File: src/rtl/sixbit_inverse_factorial_pkg.sv
// Shared types for the inverse-factorial search: FSM state codes and the
// result-case codes that select how a finished search is reported.
package sixbit_inverse_factorial_pkg;

    typedef enum logic [1:0] {
        StIdle = 2'd0,
        StRun  = 2'd1,
        StDone = 2'd2
    } state_e;

    // Outcome of one RUN-cycle evaluation, in decreasing priority.
    typedef enum logic [2:0] {
        ResNone  = 3'd0,
        ResExact = 3'd1,
        ResBelow = 3'd2,
        ResOvf   = 3'd3,
        ResNext  = 3'd4
    } result_e;

endpackage

File: src/rtl/sixbit_inverse_factorial_step_mul.sv
// Combinational WIDTH x NW multiplier for one search step: truncated product
// plus a flag for any bits lost above WIDTH.
module sixbit_inverse_factorial_step_mul #(
    parameter int unsigned WIDTH = 6,
    parameter int unsigned NW    = 4
) (
    input  logic [WIDTH-1:0] a,
    input  logic [NW-1:0]    b,
    output logic [WIDTH-1:0] p,
    output logic             ovf
);

    logic [WIDTH+NW-1:0] full;

    always_comb begin
        full = {{NW{1'b0}}, a} * {{WIDTH{1'b0}}, b};
        p    = full[WIDTH-1:0];
        ovf  = |full[WIDTH+NW-1:WIDTH];
    end

endmodule

File: src/rtl/sixbit_inverse_factorial.sv
// Iterative inverse factorial: finds n with n! == ain, else floor n (or ceiling n
// when INVFACT_CEIL_EN is defined). One multiply step per clock.
module sixbit_inverse_factorial
    import sixbit_inverse_factorial_pkg::*;
#(
    parameter int unsigned WIDTH = 6,
    parameter int unsigned NW    = 4
) (
    input  logic             clk,
    input  logic             rst,
    input  logic             start,
    input  logic [WIDTH-1:0] ain,
    output logic             busy,
    output logic             done,
    output logic [NW-1:0]    n,
    output logic             exact,
    output logic             overflow
);

    // Keeps k+1 representable in NW bits even if the product never overflows.
    localparam logic [NW-1:0] KCap = NW'((2 ** NW) - 2);

    state_e           state;
    result_e          res;
    logic [WIDTH-1:0] tgt;
    logic [WIDTH-1:0] prod;
    logic [NW-1:0]    k;
    logic [NW-1:0]    k_inc;
    logic [WIDTH-1:0] nxt;
    logic             mov;
    logic [NW-1:0]    n_inexact;

    assign k_inc = k + NW'(1);

    sixbit_inverse_factorial_step_mul #(
        .WIDTH (WIDTH),
        .NW    (NW)
    ) u_step_mul (
        .a   (prod),
        .b   (k_inc),
        .p   (nxt),
        .ovf (mov)
    );

`ifdef INVFACT_CEIL_EN
    assign n_inexact = k_inc;
`else
    assign n_inexact = k;
`endif

    always_comb begin
        res = ResNone;
        if (prod == tgt) begin
            res = ResExact;
        end else if (prod > tgt) begin
            res = ResBelow;
        end else if (mov || (k == KCap)) begin
            res = ResOvf;
        end else if (nxt > tgt) begin
            res = ResNext;
        end
    end

    always_ff @(posedge clk) begin
        if (rst) begin
            state    <= StIdle;
            busy     <= 1'b0;
            done     <= 1'b0;
            n        <= '0;
            exact    <= 1'b0;
            overflow <= 1'b0;
            tgt      <= '0;
            prod     <= '0;
            k        <= '0;
        end else begin
            done <= 1'b0;
            case (state)
                StIdle, StDone: begin
                    if (start) begin
                        tgt      <= ain;
                        prod     <= WIDTH'(1);
                        k        <= NW'(1);
                        n        <= '0;
                        exact    <= 1'b0;
                        overflow <= 1'b0;
                        busy     <= 1'b1;
                        state    <= StRun;
                    end else begin
                        state <= StIdle;
                    end
                end
                StRun: begin
                    if (res == ResNone) begin
                        prod <= nxt;
                        k    <= k_inc;
                    end else begin
                        busy  <= 1'b0;
                        done  <= 1'b1;
                        state <= StDone;
                        case (res)
                            ResExact: begin
                                n        <= k;
                                exact    <= 1'b1;
                                overflow <= 1'b0;
                            end
                            // Only reachable for ain=0, where k is still 1.
                            ResBelow: begin
                                n        <= k - NW'(1);
                                exact    <= 1'b0;
                                overflow <= 1'b0;
                            end
                            ResOvf: begin
                                n        <= n_inexact;
                                exact    <= 1'b0;
                                overflow <= 1'b1;
                            end
                            default: begin
                                n        <= n_inexact;
                                exact    <= 1'b0;
                                overflow <= 1'b0;
                            end
                        endcase
                    end
                end
                default: begin
                    state <= StIdle;
                    busy  <= 1'b0;
                end
            endcase
        end
    end

endmodule

File: config.mk
export PLATFORM = sky130hd
export DESIGN_NAME = sixbit_inverse_factorial
export DESIGN_NICKNAME = d
export VERILOG_FILES = /design/src/rtl/sixbit_inverse_factorial_pkg.sv /design/src/rtl/sixbit_inverse_factorial_step_mul.sv /design/src/rtl/sixbit_inverse_factorial.sv
export SDC_FILE = /design/constraint.sdc
export NUM_CORES = 1
export LEC_CHECK = 0
export BUFFER_PORTS_ARGS = -buffer_cell sky130_fd_sc_hd__buf_2
export CAP_MARGIN = 10
export CORE_UTILIZATION = 45
export CTS_CLUSTER_SIZE = 25
export DETAILED_ROUTE_END_ITERATION = 10
export PLACE_DENSITY_LB_ADDON = 0.08
export SLEW_MARGIN = 20
export SYNTH_ARGS = -nofsm -noshare
export SYNTH_HDL_FRONTEND = slang
export SYNTH_SLANG_ARGS = --single-unit
File: constraint.sdc
create_clock -name clk -period 10.63 [get_ports clk]
set_input_delay 0.5315 -clock clk [delete_from_list [all_inputs] [get_ports clk]]
set_output_delay 0.5315 -clock clk [all_outputs]
set_load 0.01 [all_outputs]
* Word-level counts from Yosys, hierarchy flattened *
Cells that the tools add are included.

word-level totals
  logic and storage cells = 64
  output and inout bits = 8
  flip-flop bits (word level) = 26

operators by class
  $lt $le $gt $ge = 2
  eq/ne operators = 10
  add/subtract/negate cells = 2
  reductions and logical operators = 11
  bitwise gates (word level) = 1
  $mul = 1
  mux-type cells = 28

operator list
  kind                                                                   number
  4-bit two-way mux                                                      5
  4-bit case mux with 2 select lines                                     2
  6-bit > comparator                                                     2
  3-bit two-way mux                                                      4
  6-bit two-way mux                                                      2
  6-bit case mux with 2 select lines                                     1
  6-bit by 4-bit multiplier with 10-bit output                           1
  1-bit two-way mux                                                      9
  3-bit by 2-bit equality test with 1-bit output, second input constant  2
  6-bit equality test                                                    1
  2-bit inequality test, second input constant                           3
  1-bit case mux with 2 select lines                                     3
  3-bit AND reduction                                                    2
  4-bit by 1-bit adder with 4-bit output, second input constant          1
  4-bit equality test, second input constant                             1
  2-bit case mux with 2 select lines                                     1
  2-bit AND reduction                                                    2
  2-bit OR reduction                                                     2
  4-bit OR reduction                                                     1
  4-bit by 1-bit subtractor with 4-bit output, second input constant     1
  3-bit by 1-bit equality test with 1-bit output, second input constant  1
  3-bit zero test                                                        1
  2-bit by 1-bit equality test with 1-bit output, second input constant  1
  2-bit equality test, second input constant                             1
  5 further kinds                                                        5

* Depth between registers and ports, before layout *
  word-level depth = 11
  gate-level depth with buffers = 20

* Hierarchy *
From an unflattened synthesis, not the netlist that was laid out.

unflattened totals
  cell total of the unflattened synthesis = 252
  area, all modules = 2119.5 sq um

modules (own cells, without submodules)
  module                             times used  seq. area each (sq um)  area an instance (sq um)  cells each
  sixbit_inverse_factorial           1           520.5                   1468.9                    171
  sixbit_inverse_factorial_step_mul  1           0.0                     650.6                     81

* Least setup slack after synthesis *
No wires, ideal clock.

  kind = reg2reg
  start point = register k[2]
  end point = register k[1]
  clock period less this slack = 4631 ps
  required time = 10502 ps
  stages on the path, launching flop included = 21
  arrival = 4504 ps
  path buffers = 2
  path slack = 5999 ps
  cells stage by stage = dfxtp_1 clkbuf_1 nand3_1 xor2_1 nand2b_1 fa_1 inv_1 fa_1 ha_1 a21o_1 a21oi_1 xnor2_1 ha_1 nand4_1 inv_1 a221o_1 a21oi_2 nand3_1 buf_2 mux2i_1 nor2_1

on the way
  word-level cells in the longest chain between the ends = 10
  elaborated cells between the ends (all ways) = 13
  those cells by class = 1 x add/sub; 1 x mul; 1 x order compare; 2 x eq/ne; 4 x mux; 4 x reduce/logical

ends and longest elaborated chain
  what                                                      RTL line                                                                 text
  start, declared                                           sixbit_inverse_factorial.sv:27                                           logic [NW-1:0] k;
  start signal, assigned                                    sixbit_inverse_factorial.sv:95                                           k <= k_inc;
  4-bit by 1-bit adder with 4-bit output                    sixbit_inverse_factorial.sv:33                                           assign k_inc = k + NW'(1);
  6-bit by 4-bit multiplier with 10-bit output              sixbit_inverse_factorial_step_mul.sv:16                                  full = {{NW{1'b0}}, a} * {{WIDTH{1'b0}}, b};
  6-bit > comparator or 4-bit OR reduction (tied branches)  sixbit_inverse_factorial.sv:59, sixbit_inverse_factorial_step_mul.sv:18
  3-bit two-way mux or 1-bit logical OR (tied branches)     sixbit_inverse_factorial.sv:59, sixbit_inverse_factorial.sv:57
  3-bit two-way mux (*)                                     sixbit_inverse_factorial.sv:57                                           end else if (mov || (k == KCap)) begin
  3-bit two-way mux (*)                                     sixbit_inverse_factorial.sv:55                                           end else if (prod > tgt) begin
  3-bit two-way mux (*)                                     sixbit_inverse_factorial.sv:53                                           if (prod == tgt) begin
  3-bit zero test (*)                                       sixbit_inverse_factorial.sv:93                                           if (res == ResNone) begin
  2-bit inequality test (no line) (*)                       n/a
  3-bit AND reduction (no line) (*)                         n/a

Every way passes the cells marked *; elsewhere a longest branch is shown, timed or not.
A chain may end at the register's enable or synchronous reset.

* Final worst setup path *
  start point = register k[0]
  end point = register k[3]

on the way
  word-level cells in the longest chain between the ends = 10
  elaborated cells between the ends (all ways) = 15
  those cells by class = 1 x add/sub; 1 x mul; 1 x order compare; 2 x eq/ne; 6 x mux; 4 x reduce/logical

ends and longest elaborated chain
  what                                                      RTL line
  4-bit by 1-bit adder with 4-bit output                    sixbit_inverse_factorial.sv:33
  6-bit by 4-bit multiplier with 10-bit output              sixbit_inverse_factorial_step_mul.sv:16
  6-bit > comparator or 4-bit OR reduction (tied branches)  sixbit_inverse_factorial.sv:59, sixbit_inverse_factorial_step_mul.sv:18
  3-bit two-way mux or 1-bit logical OR (tied branches)     sixbit_inverse_factorial.sv:59, sixbit_inverse_factorial.sv:57
  3-bit two-way mux                                         sixbit_inverse_factorial.sv:57
  3-bit two-way mux                                         sixbit_inverse_factorial.sv:55
  3-bit two-way mux                                         sixbit_inverse_factorial.sv:53
  3-bit zero test                                           sixbit_inverse_factorial.sv:93
  2-bit inequality test (no line)                           n/a
  3-bit AND reduction (no line)                             n/a

Parallel ways exist; a longest one is shown, timed or not. The select of a mux whose other input is x is not followed.

==> run metrics <==
Syn Area/Cell=8.46 µm²; Placed Instance Area=2250 µm²; CP Max Fanout=12; power per cell area=102 nW/µm²; die span in y=71.1 µm; All-Layer GR Usage=20.1%; initial antenna violation count=0; routed vias=1770; total leakage power=1.05 nW; via/cell ratio=5.58; Clock Path Buffers=2; Post-route DRC=0; final worst-path cycle share=53.1%; RSZ-0062 raised after global routing=no; core area=4470 µm²; Synth Area in Compound Gates=18.9%; H-Tree Depth=1; Final min period=5.64 ns; Crit Path Category=flip-flop to flip-flop; largest family of logic cells by synthesized area=adder cells; WP data arrival=5.84 ns; Post-Layout Inst Area=2330 µm²; Hold Buf Count CTS=0; Cells after Synth=254; RD Place Congestion=0.788; I/O Pins=17; #FFs+latches synth=26; Area contributors post-synth=dfxtp_1 (24%), ha_1 (17%), fa_1 (7.5%), a21oi_1 (6.1%), nand2_1 (4.7%); width of the die=71.1 µm; fraction of the mapped netlist area in simple logic gates=22.4%; CTS Root Cell=clkbuf_8; Antenna Nets Post-Route=0; Yosys top cell by area=dfxtp_1; DRT iter0 DRCs=64; final hold violation count=0; Post-Route Setup TNS=0 ns; first-pass GRT wire length=7.98 mm; YS warnings=0; post-detail-place hpwl=3.68 mm; die area=5050 µm²; Synth Area in XOR/XNOR=2.85%; share of layout cells above drive strength 1=10.2%; Setup violations, final=0; max-slew violation count=0; pin count of the biggest net entering global routing=27; Worst setup EP type=flip-flop; number of diodes=0; CTS clk-pin slew, worst paths=0.10 ns; highest clock rate=177 MHz; CTS Buf Count=3; post-synthesis adder-cell area fraction=24.3%; Synth Net Count=300; Worst Skew=0.0155 ns; post-cts sizing count=0; most common cell after layout, fill and taps aside=ha_1; leftover overflow at the end of global routing=0; max-cap violation count=0; HP Class=flip-flop to flip-flop; fin util=52.0%; worst vdd ir=0.0762 mV; row count=24; WL per Instance=14.8 µm; Post CTS Setup Buffer Count=0; vias in the first global route=1663; part of the Yosys area used for sequential elements=24.2%; Post-Syn Area=2150 µm²; Port Buf Inserts=16; Initial Util=48.0%; slew margin rel.=41.7%; Final Net Count=312; Worst-Skew Late Latency=0.28 ns; CTS sink cnt=26; Critical Path RT=10.83 ns; Yosys cell types=46; top-area cell type share of the netlist area=24.2%; status=completed; most frequent cells in the layout=ha_1 (29), nand2_1 (27), a21oi_1 (26), dfxtp_1 (26), inv_1 (19); WL final=4.68 mm; Layout area overhead=8.27%; Slew @ Worst Pin=0.875 ns; startpoint class of the critical path=flip-flop; DR pass1 iterations=4; mux share of post-synthesis cell area=1.92%; CTS tree=done
synthesized netlist by cell type (all sizes together):
cell / instances
nand4: 6
and2: 9
ha: 29
a31oi: 3
buf: 5
a21oi: 28
mux2: 1
o21bai: 3
nor2: 6
mux2i: 3
nand3b: 5
a221oi: 1
clkbuf: 4
nand2: 27
or2: 1
a211oi: 2
o31a: 1
nand4b: 1
dfxtp: 26
a21o: 4
o21ai: 7
and3: 1
a32oi: 1
xnor2: 4
o31ai: 1
nor2b: 12
nor3: 1
nor4: 1
o21a: 2
or3: 2
nand2b: 5
a2111oi: 1
a221o: 1
a2bb2oi: 1
xor2: 3
nor3b: 2
fa: 8
nand3: 11
o211ai: 5
inv: 20
through the flow:
stage	std cells	hold slack [ns]	setup slack, ns	power (mW)
after floorplan	254	0.436	6.00	0.146
after CTS	317	0.464	5.01	0.241
final	317	0.460	4.99	0.238
after global placement	313	0.445	5.04	0.158
after global routing	317	0.477	4.59	0.250
after detailed placement	313	0.449	5.05	0.158
flip-flops by register name (all words and copies together) (netlist names):
signal    count
prod          6
tgt           6
k             4
n             4
state         2
busy          1
done          1
exact         1
overflow      1
power by group:
group | switching [mW] | internal [mW] | total [mW]
registers | 0.00412 | 0.102 | 0.106
logic | 0.0305 | 0.0191 | 0.0496
clock network | 0.0314 | 0.0504 | 0.0818
path summary, 6_finish.rpt:
path,startpoint,to,slack (ns),cells past startpoint
worst max-delay path,k[0]$_SDFFE_PP0P_,k[3]$_SDFFE_PP0P_,4.99,18
worst min-delay path,tgt[4]$_SDFFE_PP0P_,tgt[4]$_SDFFE_PP0P_,0.46,2
worst max register to register,k[0]$_SDFFE_PP0P_,k[3]$_SDFFE_PP0P_,4.99,18
worst min register to register,tgt[4]$_SDFFE_PP0P_,tgt[4]$_SDFFE_PP0P_,0.46,2
kinds of logic (layout without fill, tap and decap cells):
group                    Yosys count  in the layout
AND/OR/NAND/NOR                   90             90
adder cells (fa/ha/maj)           37             37
XOR/XNOR                           7              7
multiplexers                       4              4
flip-flops                        26             26
buffers and inverters             29             40
AO/OA/AOI/OAI                     61             61
critical path, cell delays in order (launching register included):
cell     delay (ns)
dfxtp_1        0.51
ha_1           0.26
xor2_1         0.39
nand2_1        0.14
fa_1           0.52
inv_1          0.05
fa_1           0.53
ha_1           0.36
a21o_1         0.17
a21oi_1        0.21
xnor2_1        0.24
ha_1           0.32
nand4_1        0.10
inv_1          0.06
a221o_1        0.31
a21oi_2        0.42
nand3_1        0.50
or2_0          0.37
a21oi_1        0.13
layout make-up:
class / instances / area, µm²
tap: 52 / 65.1
inverter: 20 / 75.1
clock inverter: 1 / 30.0
timing repair buffer: 16 / 80.1
clock buffer: 3 / 41.3
multi-input combinational: 199 / 1510
fill: 441 / 2150
sequential: 26 / 520
per-layer routing:
metal / up-vias / part of all wire (%) / routed length (µm) / track usage [%]
li1: 915 / - / - / -
met1: 824 / 51 / 2380 / 28.3
met2: 26 / 45 / 2130 / 33.1
met3: 5 / 2.7 / 125 / 1.71
met4: 0 / 0.88 / 41 / 5.33
met5: - / 0 / 0 / 0
(Power assumes the default switching activity.)
